### src/rtl/instruction_fetch_pkg.sv
// ---------------------------------------------------------------------------
// instruction_fetch_pkg
// Shared definitions for the IF stage of the 5-stage RISC-V pipeline:
//   XLEN             - datapath width (32)
//   NOP_INSTR        - addi x0,x0,0, used for IF/ID bubbles and flushes
//   DEFAULT_RESET_PC - PC loaded on reset unless overridden
//   fetch_state_t    - fetch FSM states (request, wait, hold, drop)
//   align_pc()       - clears the two low bits of a redirect address
// ---------------------------------------------------------------------------
package instruction_fetch_pkg;

    localparam int XLEN = 32;

    localparam logic [XLEN-1:0] NOP_INSTR        = 32'h0000_0013;
    localparam logic [XLEN-1:0] DEFAULT_RESET_PC = 32'h0000_0000;

    typedef enum logic [1:0] {
        FETCH_REQ  = 2'd0,
        FETCH_WAIT = 2'd1,
        FETCH_HOLD = 2'd2,
        FETCH_DROP = 2'd3
    } fetch_state_t;

    // Instructions are word aligned, so a redirect target never carries
    // meaningful low bits into the PC.
    function automatic logic [XLEN-1:0] align_pc(input logic [XLEN-1:0] addr);
        return {addr[XLEN-1:2], 2'b00};
    endfunction

endpackage

### src/rtl/instruction_fetch_if_id_reg.sv
// ---------------------------------------------------------------------------
// if_id_reg
// IF/ID pipeline register holding the fetched instruction and its NPC.
// Ports:
//   clock, reset   - rising-edge clock, asynchronous active-low reset
//   load           - capture {instr_in, npc_in} and mark the entry valid
//   bubble         - replace the contents with {BUBBLE_INSTR, 0, invalid}
//   instr_in       - instruction word to capture
//   npc_in         - address of the following instruction (fetch PC + 4)
//   instruction    - registered instruction
//   npc            - registered next PC
//   valid          - registered entry holds a real instruction
// With neither load nor bubble the register holds its value (stall).
// ---------------------------------------------------------------------------
module if_id_reg
    import instruction_fetch_pkg::*;
#(
    parameter logic [XLEN-1:0] BUBBLE_INSTR = NOP_INSTR
) (
    input  logic            clock,
    input  logic            reset,
    input  logic            load,
    input  logic            bubble,
    input  logic [XLEN-1:0] instr_in,
    input  logic [XLEN-1:0] npc_in,
    output logic [XLEN-1:0] instruction,
    output logic [XLEN-1:0] npc,
    output logic            valid
);

    // Bubble wins over load so that a flush can never let an instruction
    // slip into decode in the same cycle.
    always_ff @(posedge clock or negedge reset) begin
        if (!reset) begin
            instruction <= BUBBLE_INSTR;
            npc         <= '0;
            valid       <= 1'b0;
        end else if (bubble) begin
            instruction <= BUBBLE_INSTR;
            npc         <= '0;
            valid       <= 1'b0;
        end else if (load) begin
            instruction <= instr_in;
            npc         <= npc_in;
            valid       <= 1'b1;
        end
    end

endmodule

### src/rtl/instruction_fetch.sv
// ---------------------------------------------------------------------------
// instruction_fetch
// IF stage: owns the PC, fetches from instruction memory over a
// request/grant/response interface with one request outstanding, and owns
// the IF/ID register that feeds decode.
// Ports:
//   clock                 - rising-edge clock
//   reset                 - asynchronous active-low reset
//   stall                 - decode hazard: hold PC and IF/ID
//   pc_src, branch_target - redirect request and its target PC
//   imem_req, imem_addr   - fetch request and address (current PC)
//   imem_gnt              - request accepted this cycle
//   imem_rvalid           - response valid
//   imem_rdata            - instruction word (meaningful with imem_rvalid)
//   if_id_instruction_out - IF/ID instruction
//   if_id_npc_out         - IF/ID next PC (fetch PC + 4)
//   if_id_valid           - IF/ID holds a real instruction
// ---------------------------------------------------------------------------
module instruction_fetch #(
    parameter logic [31:0] RESET_PC  = instruction_fetch_pkg::DEFAULT_RESET_PC,
    parameter logic [31:0] NOP_INSTR = instruction_fetch_pkg::NOP_INSTR
) (
    input  logic        clock,
    input  logic        reset,
    input  logic        stall,
    input  logic        pc_src,
    input  logic [31:0] branch_target,
    output logic        imem_req,
    output logic [31:0] imem_addr,
    input  logic        imem_gnt,
    input  logic        imem_rvalid,
    input  logic [31:0] imem_rdata,
    output logic [31:0] if_id_instruction_out,
    output logic [31:0] if_id_npc_out,
    output logic        if_id_valid
);

    import instruction_fetch_pkg::*;

    fetch_state_t    state;
    logic [XLEN-1:0] pc;
    logic [XLEN-1:0] pc_plus4;
    logic [XLEN-1:0] hold_buf;
    logic [XLEN-1:0] deliver_instr;
    logic            deliver;
    logic            if_id_load;
    logic            if_id_bubble;

    // The request is a decode of the state register; gating with reset keeps
    // the bus quiet for the whole time the block is held in reset.
    assign imem_req  = reset && (state == FETCH_REQ);
    assign imem_addr = pc;
    assign pc_plus4  = pc + 32'd4;

    // An instruction is available to decode either straight from memory
    // (response in WAIT) or from the hold buffer after a stall.
    always_comb begin
        deliver       = 1'b0;
        deliver_instr = hold_buf;
        if (state == FETCH_WAIT && imem_rvalid) begin
            deliver       = 1'b1;
            deliver_instr = imem_rdata;
        end else if (state == FETCH_HOLD) begin
            deliver = 1'b1;
        end
    end

    // Redirect flushes regardless of stall; otherwise a non-stalled cycle
    // either loads the delivered instruction or inserts a bubble.
    assign if_id_load   = !pc_src && !stall && deliver;
    assign if_id_bubble = pc_src || (!stall && !deliver);

    // Fetch FSM and PC. A redirect that leaves a granted request unanswered
    // goes to DROP so the owed response is consumed and thrown away.
    always_ff @(posedge clock or negedge reset) begin
        if (!reset) begin
            state    <= FETCH_REQ;
            pc       <= RESET_PC;
            hold_buf <= NOP_INSTR;
        end else if (pc_src) begin
            pc       <= align_pc(branch_target);
            hold_buf <= NOP_INSTR;
            case (state)
                FETCH_REQ:  state <= imem_gnt    ? FETCH_DROP : FETCH_REQ;
                FETCH_WAIT: state <= imem_rvalid ? FETCH_REQ  : FETCH_DROP;
                FETCH_HOLD: state <= FETCH_REQ;
                FETCH_DROP: state <= imem_rvalid ? FETCH_REQ  : FETCH_DROP;
                default:    state <= FETCH_REQ;
            endcase
        end else begin
            case (state)
                FETCH_REQ: begin
                    if (imem_gnt) begin
                        state <= FETCH_WAIT;
                    end
                end
                FETCH_WAIT: begin
                    if (imem_rvalid) begin
                        if (stall) begin
                            hold_buf <= imem_rdata;
                            state    <= FETCH_HOLD;
                        end else begin
                            pc    <= pc_plus4;
                            state <= FETCH_REQ;
                        end
                    end
                end
                FETCH_HOLD: begin
                    if (!stall) begin
                        pc       <= pc_plus4;
                        hold_buf <= NOP_INSTR;
                        state    <= FETCH_REQ;
                    end
                end
                FETCH_DROP: begin
                    if (imem_rvalid) begin
                        state <= FETCH_REQ;
                    end
                end
                default: state <= FETCH_REQ;
            endcase
        end
    end

    if_id_reg #(
        .BUBBLE_INSTR(NOP_INSTR)
    ) u_if_id_reg (
        .clock       (clock),
        .reset       (reset),
        .load        (if_id_load),
        .bubble      (if_id_bubble),
        .instr_in    (deliver_instr),
        .npc_in      (pc_plus4),
        .instruction (if_id_instruction_out),
        .npc         (if_id_npc_out),
        .valid       (if_id_valid)
    );

endmodule

### config.mk
export PLATFORM = sky130hd
export DESIGN_NAME = instruction_fetch
export DESIGN_NICKNAME = d
export VERILOG_FILES = /design/src/rtl/instruction_fetch_pkg.sv /design/src/rtl/instruction_fetch_if_id_reg.sv /design/src/rtl/instruction_fetch.sv
export SDC_FILE = /design/constraint.sdc
export NUM_CORES = 1
export LEC_CHECK = 0
export ABC_AREA = 1
export CORE_ASPECT_RATIO = 1.25
export CORE_MARGIN = 3
export CORE_UTILIZATION = 50
export DETAILED_ROUTE_END_ITERATION = 8
export GPL_TIMING_DRIVEN = 0
export PLACE_DENSITY_LB_ADDON = 0.05
export SYNTH_ARGS = -nofsm -noshare
export SYNTH_HDL_FRONTEND = slang
export SYNTH_HIERARCHICAL = 1
export SYNTH_SLANG_ARGS = --single-unit
### constraint.sdc
create_clock -name clock -period 2.6 [get_ports clock]
set_input_delay 0.78 -clock clock [delete_from_list [all_inputs] [get_ports clock]]
set_output_delay 0.78 -clock clock [all_outputs]
set_load 0.01 [all_outputs]
==> results of run 1 <==
-- worst register-to-register path: cells and delay by family (launching register included) --
family,cells,cell delay [ns]
buffers and inverters,4,0.85
DFF,1,0.39
and+or+nand+nor,7,0.86
-- worst max path at each step --
| stage | start | endpoint | cells past startpoint |
|---|---|---|---|
| after floorplan | pc_src | u_if_id_reg/instruction[20]$_DFFE_PN0P_ | 9 |
| after global placement | reset | imem_req | 4 |
| after detailed placement | pc_src | u_if_id_reg/instruction[19]$_DFFE_PN0P_ | 9 |
| after CTS | imem_rvalid | u_if_id_reg/instruction[6]$_DFFE_PN0P_ | 10 |
| after global routing | imem_rvalid | u_if_id_reg/npc[30]$_DFFE_PN0P_ | 10 |
| final | imem_rvalid | u_if_id_reg/npc[11]$_DFFE_PN0P_ | 10 |
-- cell families after synthesis --
family / Yosys count / synth area share (%)
other: 1 / 0.0554
adder cells (fa/ha/maj): 1 / 0.185
flip-flops: 129 / 47.8
AO/OA/AOI/OAI: 72 / 6.17
multiplexers: 32 / 5.32
AND/OR/NAND/NOR: 554 / 33.2
XOR/XNOR: 7 / 0.906
buffers and inverters: 89 / 6.38
-- per-stage QoR --
stage | setup TNS (ns) | setup slack, ns | utilization [%]
after floorplan | 0 | 0.171 | -
after global placement | -601.31 | -4.69 | 66.5
after detailed placement | -33.05 | -0.579 | 66.7
after CTS | 0 | 0.177 | 72.4
after global routing | 0 | 0.0235 | 72.4
final | 0 | 0.165 | 72.4
-- placed cells by master, fill, tap and decap left out, drive strengths merged --
master	instances
a21boi	14
a21oi	5
and2	4
buf	39
bufbuf	4
bufinv	3
clkbuf	27
clkdlybuf4s50	160
clkinv	6
clkinvlp	2
conb	4
dfrtp	123
dfstp	6
dlygate4sd2	1
ha	1
inv	45
mux2	32
nand2	385
nand3	81
nand3b	7
nand4	1
nor2	76
o211ai	2
o21ai	51
xnor2	2
xor2	5
-- what timing repair did --
item	CTS	global route
setup buffers	0	0
hold buffers	0	0
endpoints found under the setup margin	63	0
gates resized for setup	6	0
-- metal layers --
| layer | part of all wire (%) | track usage, % |
|---|---|---|
| met5 | 0 | 0 |
| met4 | 2.9 | 10.0 |
| met3 | 4.6 | 5.37 |
| met2 | 51 | 47.9 |
| met1 | 42 | 34.4 |
-- report_power, final --
group          switching, uW  internal, uW  total, uW  leakage (uW)
logic                   1610          1340       2950       0.00264
registers                489          2520       3010       0.00170
clock network            873          1520       2390      0.000285
total                   2970          5390       8350       0.00462
-- sequential cells by signal, indices dropped and copies added (netlist names) --
name	cells
hold_buf	32
u_if_id_reg/instruction	32
u_if_id_reg/npc	32
imem_addr	30
state	2
u_if_id_reg/valid	1
-- layout make-up --
| type | instances | area, um^2 |
|---|---|---|
| plain buffers | 44 | 264 |
| clock buffers | 20 | 447 |
| clock inverters | 11 | 139 |
| fillers | 1116 | 3580 |
| inverters | 45 | 169 |
| multi-input cells | 670 | 3110 |
| flip-flops and latches | 129 | 3240 |
| well taps | 168 | 210 |
| repair buffers | 167 | 1800 |
==> results.yml, run 1 <==
timing:
  rsz0062_at_grt: "no"
  max_slew.worst_pin.slew_ns: 0.619
  timing.hold.ws_ns: 0.206
  setup_viol: 0
  period_needed_ns: 2.43
  hold_viol: 0
  fin_skew_ns: 0.00799
  maxSlewViolCount: 0
  max_freq_mhz: 411
  slew_headroom_pct: 58.5
  timing.final.crit_share_pct: 93.6
worst_setup_path:
  critPathMaxStageDelay_ns: 0.50
  start_kind: "input pin"
  end_kind: "flip-flop"
  critPathMaxFanout: 12
  path_cells: "clkdlybuf4s50_1 > nand2_2 > nand2_2 > nand2_1 > nor2_2 > buf_4 > buf_4 > buf_2 > nand3_1 > nand2_1"
  reg2reg_to: "u_if_id_reg/npc[11]$_DFFE_PN0P_"
  rr_startpoint: "state[0]$_DFFE_PN0P_"
  r2r_slack_ns: 0.43
  crit_arrival_ns: 2.78
  worst_r2r_path_depth: 11
  cp_slowest_cell: "clkdlybuf4s50_1"
  worstSetupPathType: "input pin to flip-flop"
  cp_data_required_time_ns: 2.95
  cp_num_buf_inv: 4
  cp_top_family: "buffers and inverters"
global_routing:
  grt_overflow_total: 0
  grt_max_degree: 42
  grt_pass1_vias: 6534
  grt_pass1_wl_um: 32300
  grt.total_usage_pct: 27.8
  antenna_found_initial: 0
die:
  initial_core_util_pct: 52.3
  dieArea_um2: 15000
  die_w_um: 110
  die_height_um: 136
  core_area_um2: 12900
  pin_count: 168
  num_rows: 46
power_and_ir_drop:
  irDropWorstVdd_uv: 532
  power_density_nw_per_um2: 892
  p_leak_uw: 0.00462
  p_total_uw: 8350
clock_tree:
  clock_sinks: 129
  clockBufferDepth: 2
  insertion_delay_ns: 0.41
  ctsHtreeMaxLevel: 4
  clkTransAtPathRegs_ns: 0.06
  cts_tree: "built"
  cts-root-buf: "clkbuf_16"
  cts_buffers: 17
cells_and_area:
  final_cells: 1254
  num_antenna_cells: 0
  drive_gt1_share_pct: 11.5
  fin_nets: 1145
  finalInstanceArea_um2: 9370
  area_growth_syn_to_layout_pct: 38.5
run:
  drv_cap: 0
synthesis:
  synth_top_area_share_pct: 45.5
  syn-mean-instance-area_um2: 7.65
  ys_warn_count: 6
  synth-edff-count: 0
  synth_area_leaders: "dfrtp_1 45%, nand2_1 21%, nand3_1 6.0%"
  ys.flop_type: "dfrtp_1"
  yosysUniqueCellTypes: 31
  yosys_register_bits: 129
  async_flop_share_pct: 100
  seq_area_frac_synth_pct: 47.8
  synthCells: 885
  synth.most_common_cell: "nand2_1"
  synth_top_area_cell: "dfrtp_1"
  yosys-top-cells-count: "382 x nand2_1, 123 x dfrtp_1, 81 x nand3_1"
  synth_area_um2: 6770
worst_hold_path:
  hp-class: "input pin to asynchronous set/reset pin"
placement:
  placed_area_um2: 8640
  place_congestion: 0.889
  dp_cells: 1219
  hpwl_um: 14000
  io_buffer_count: 162
route:
  wl_per_cell_um: 15.9
  drt_iter0_markers: 330
  postRouteAntennaNets: 0
  vias_per_cell: 5.14
  post-route-drc-count: 0
  via_count: 6450
  dr.pass1.iters: 6
  wirelength_um: 19900
run_status:
  status: "finished clean"
No activity file was read; power rests on OpenSTA's default activity.
==> run 2, diff against run 1 <==
- PLACE_DENSITY_LB_ADDON: 0.05 -> 0.1
==> run 2 against run 1 <==
Net effect:
- setup slack worse by 0.036 ns
- clock skew is 0.0031 ns higher
- clock power is 6% higher
- sequential cell count stayed put
- critical path type is now input pin to primary output
- sequential power hardly changed
- first-iteration DRC count is 1.2% lower
==> results.yml, run 2 (same netlist as run 1, synthesis figures left out) <==
global_routing:
  grt.total_usage_pct: 26.6
  grt_pass1_wl_um: 30700
  grt_pass1_vias: 6345
  grt_overflow_total: 0
  grt_max_degree: 78
  antenna_found_initial: 0
die:
  die_w_um: 110
  dieArea_um2: 15000
  num_rows: 46
  initial_core_util_pct: 52.3
  core_area_um2: 12900
  pin_count: 168
  die_height_um: 136
cells_and_area:
  final_util_pct: 71.9
  fin_nets: 1142
  area_growth_syn_to_layout_pct: 37.6
  layout_common_cells: "382 x nand2_1, 161 x clkdlybuf4s50_1, 123 x dfrtp_1"
  finalInstanceArea_um2: 9310
  drive_gt1_share_pct: 11.5
  num_antenna_cells: 0
  layout_commonest_cell: "nand2_1"
  reg_top3: "hold_buf x32, u_if_id_reg/instruction x32, u_if_id_reg/npc x32"
clock_tree:
  clkTransAtPathRegs_ns: 0.05
  cts_buffers: 17
  clockBufferDepth: 2
  cts-root-buf: "clkbuf_16"
  insertion_delay_ns: 0.42
  cts_hold_buffers: 0
  cts_tree: "built"
  clock_sinks: 129
  ctsHtreeMaxLevel: 4
  postCtsSetupRepairBufs: 0
worst_setup_path:
  crit_arrival_ns: 1.69
  reg2reg_to: "u_if_id_reg/npc[11]$_DFFE_PN0P_"
  worst_r2r_path_depth: 11
  worstSetupPathType: "input pin to primary output"
  start_kind: "input pin"
  rr_startpoint: "state[0]$_DFFE_PN0P_"
  r2r_slack_ns: 0.45
  cp_data_required_time_ns: 1.82
  end_kind: "primary output"
  critPathMaxFanout: 27
route:
  postRouteAntennaNets: 0
  drt_iter0_markers: 326
  wirelength_um: 19000
  wl_per_cell_um: 15.2
  via_count: 6403
  post-route-drc-count: 0
  vias_per_cell: 5.11
  dr.pass1.iters: 4
power_and_ir_drop:
  p_leak_uw: 0.00456
  p_total_uw: 8430
  power_density_nw_per_um2: 905
  irDropWorstVdd_uv: 502
timing:
  hold_viol: 0
  max_freq_mhz: 405
  max_slew.worst_pin.slew_ns: 0.638
  layout_setup_ws_ns: 0.130
  maxSlewViolCount: 0
  setup_viol: 0
  period_needed_ns: 2.47
  slew_headroom_pct: 57.2
  fin_skew_ns: 0.0111
  rsz0062_at_grt: "no"
  timing.final.crit_share_pct: 95.0
placement:
  dp_slack_ns: -0.607
  placed_area_um2: 8640
  hpwl_um: 13800
  io_buffer_count: 162
  place_congestion: 0.898
run_status:
  status: "finished clean"
worst_hold_path:
  hp-class: "input pin to asynchronous set/reset pin"
run:
  drv_cap: 0
run 2: layout make-up:
class | count | area [um^2]
buffer | 44 | 264
clock buffer | 18 | 439
multi-input combinational | 670 | 3110
sequential | 129 | 3240
timing repair buffer | 164 | 1690
inverter | 45 | 169
fill | 1100 | 3640
tap | 168 | 210
clock inverter | 14 | 189
run 2: through the flow:
step / setup TNS [ns] / hold slack, ns / cells
after floorplan: 0 / 0.448 / 888
final: 0 / 0.187 / 1252
after global routing: 0 / 0.184 / 1252
after detailed placement: -35.21 / 0.458 / 1219
after CTS: 0 / 0.220 / 1251
after global placement: -597.71 / 0.453 / 1218
run 2: timing repair:
item,4_1_cts,5_1_grt
resized for setup,4,1
gates cloned,0,1
setup endpoints to repair,62,61
hold endpoints to repair,0,0
run 2: worst max path at each step:
| stage | start | to | slack (ns) | cells after the start |
|---|---|---|---|---|
| 2_1_floorplan | pc_src | u_if_id_reg/instruction[20]$_DFFE_PN0P_ | 0.17 | 9 |
| 3_5_place_dp | pc_src | u_if_id_reg/instruction[18]$_DFFE_PN0P_ | -0.61 | 9 |
| 4_1_cts | reset | imem_req | 0.007 | 4 |
| 5_1_grt | imem_rvalid | u_if_id_reg/npc[13]$_DFFE_PN0P_ | 0.02 | 10 |
| 3_3_place_gp | reset | imem_req | -4.69 | 4 |
| 6_report | reset | imem_req | 0.13 | 4 |
run 2: worst max-delay path, cell delays in order:
cell and delay [ns]:
buf_16 0.17, inv_1 0.06, nor2_1 0.09, clkdlybuf4s50_1 0.57
run 2: metal layers:
layer	vias up	share of wire, %	global-route usage [%]
met1	2997	41	32.3
met4	0	1.8	8.73
met5	-	0	0
li1	3177	-	-
met3	24	5.8	5.32
met2	205	51	46.6
run 2: where the power goes:
group	switching, uW	internal [uW]	total, uW
Combinational	1570	1330	2900
Sequential	479	2520	3000
Clock	907	1620	2530
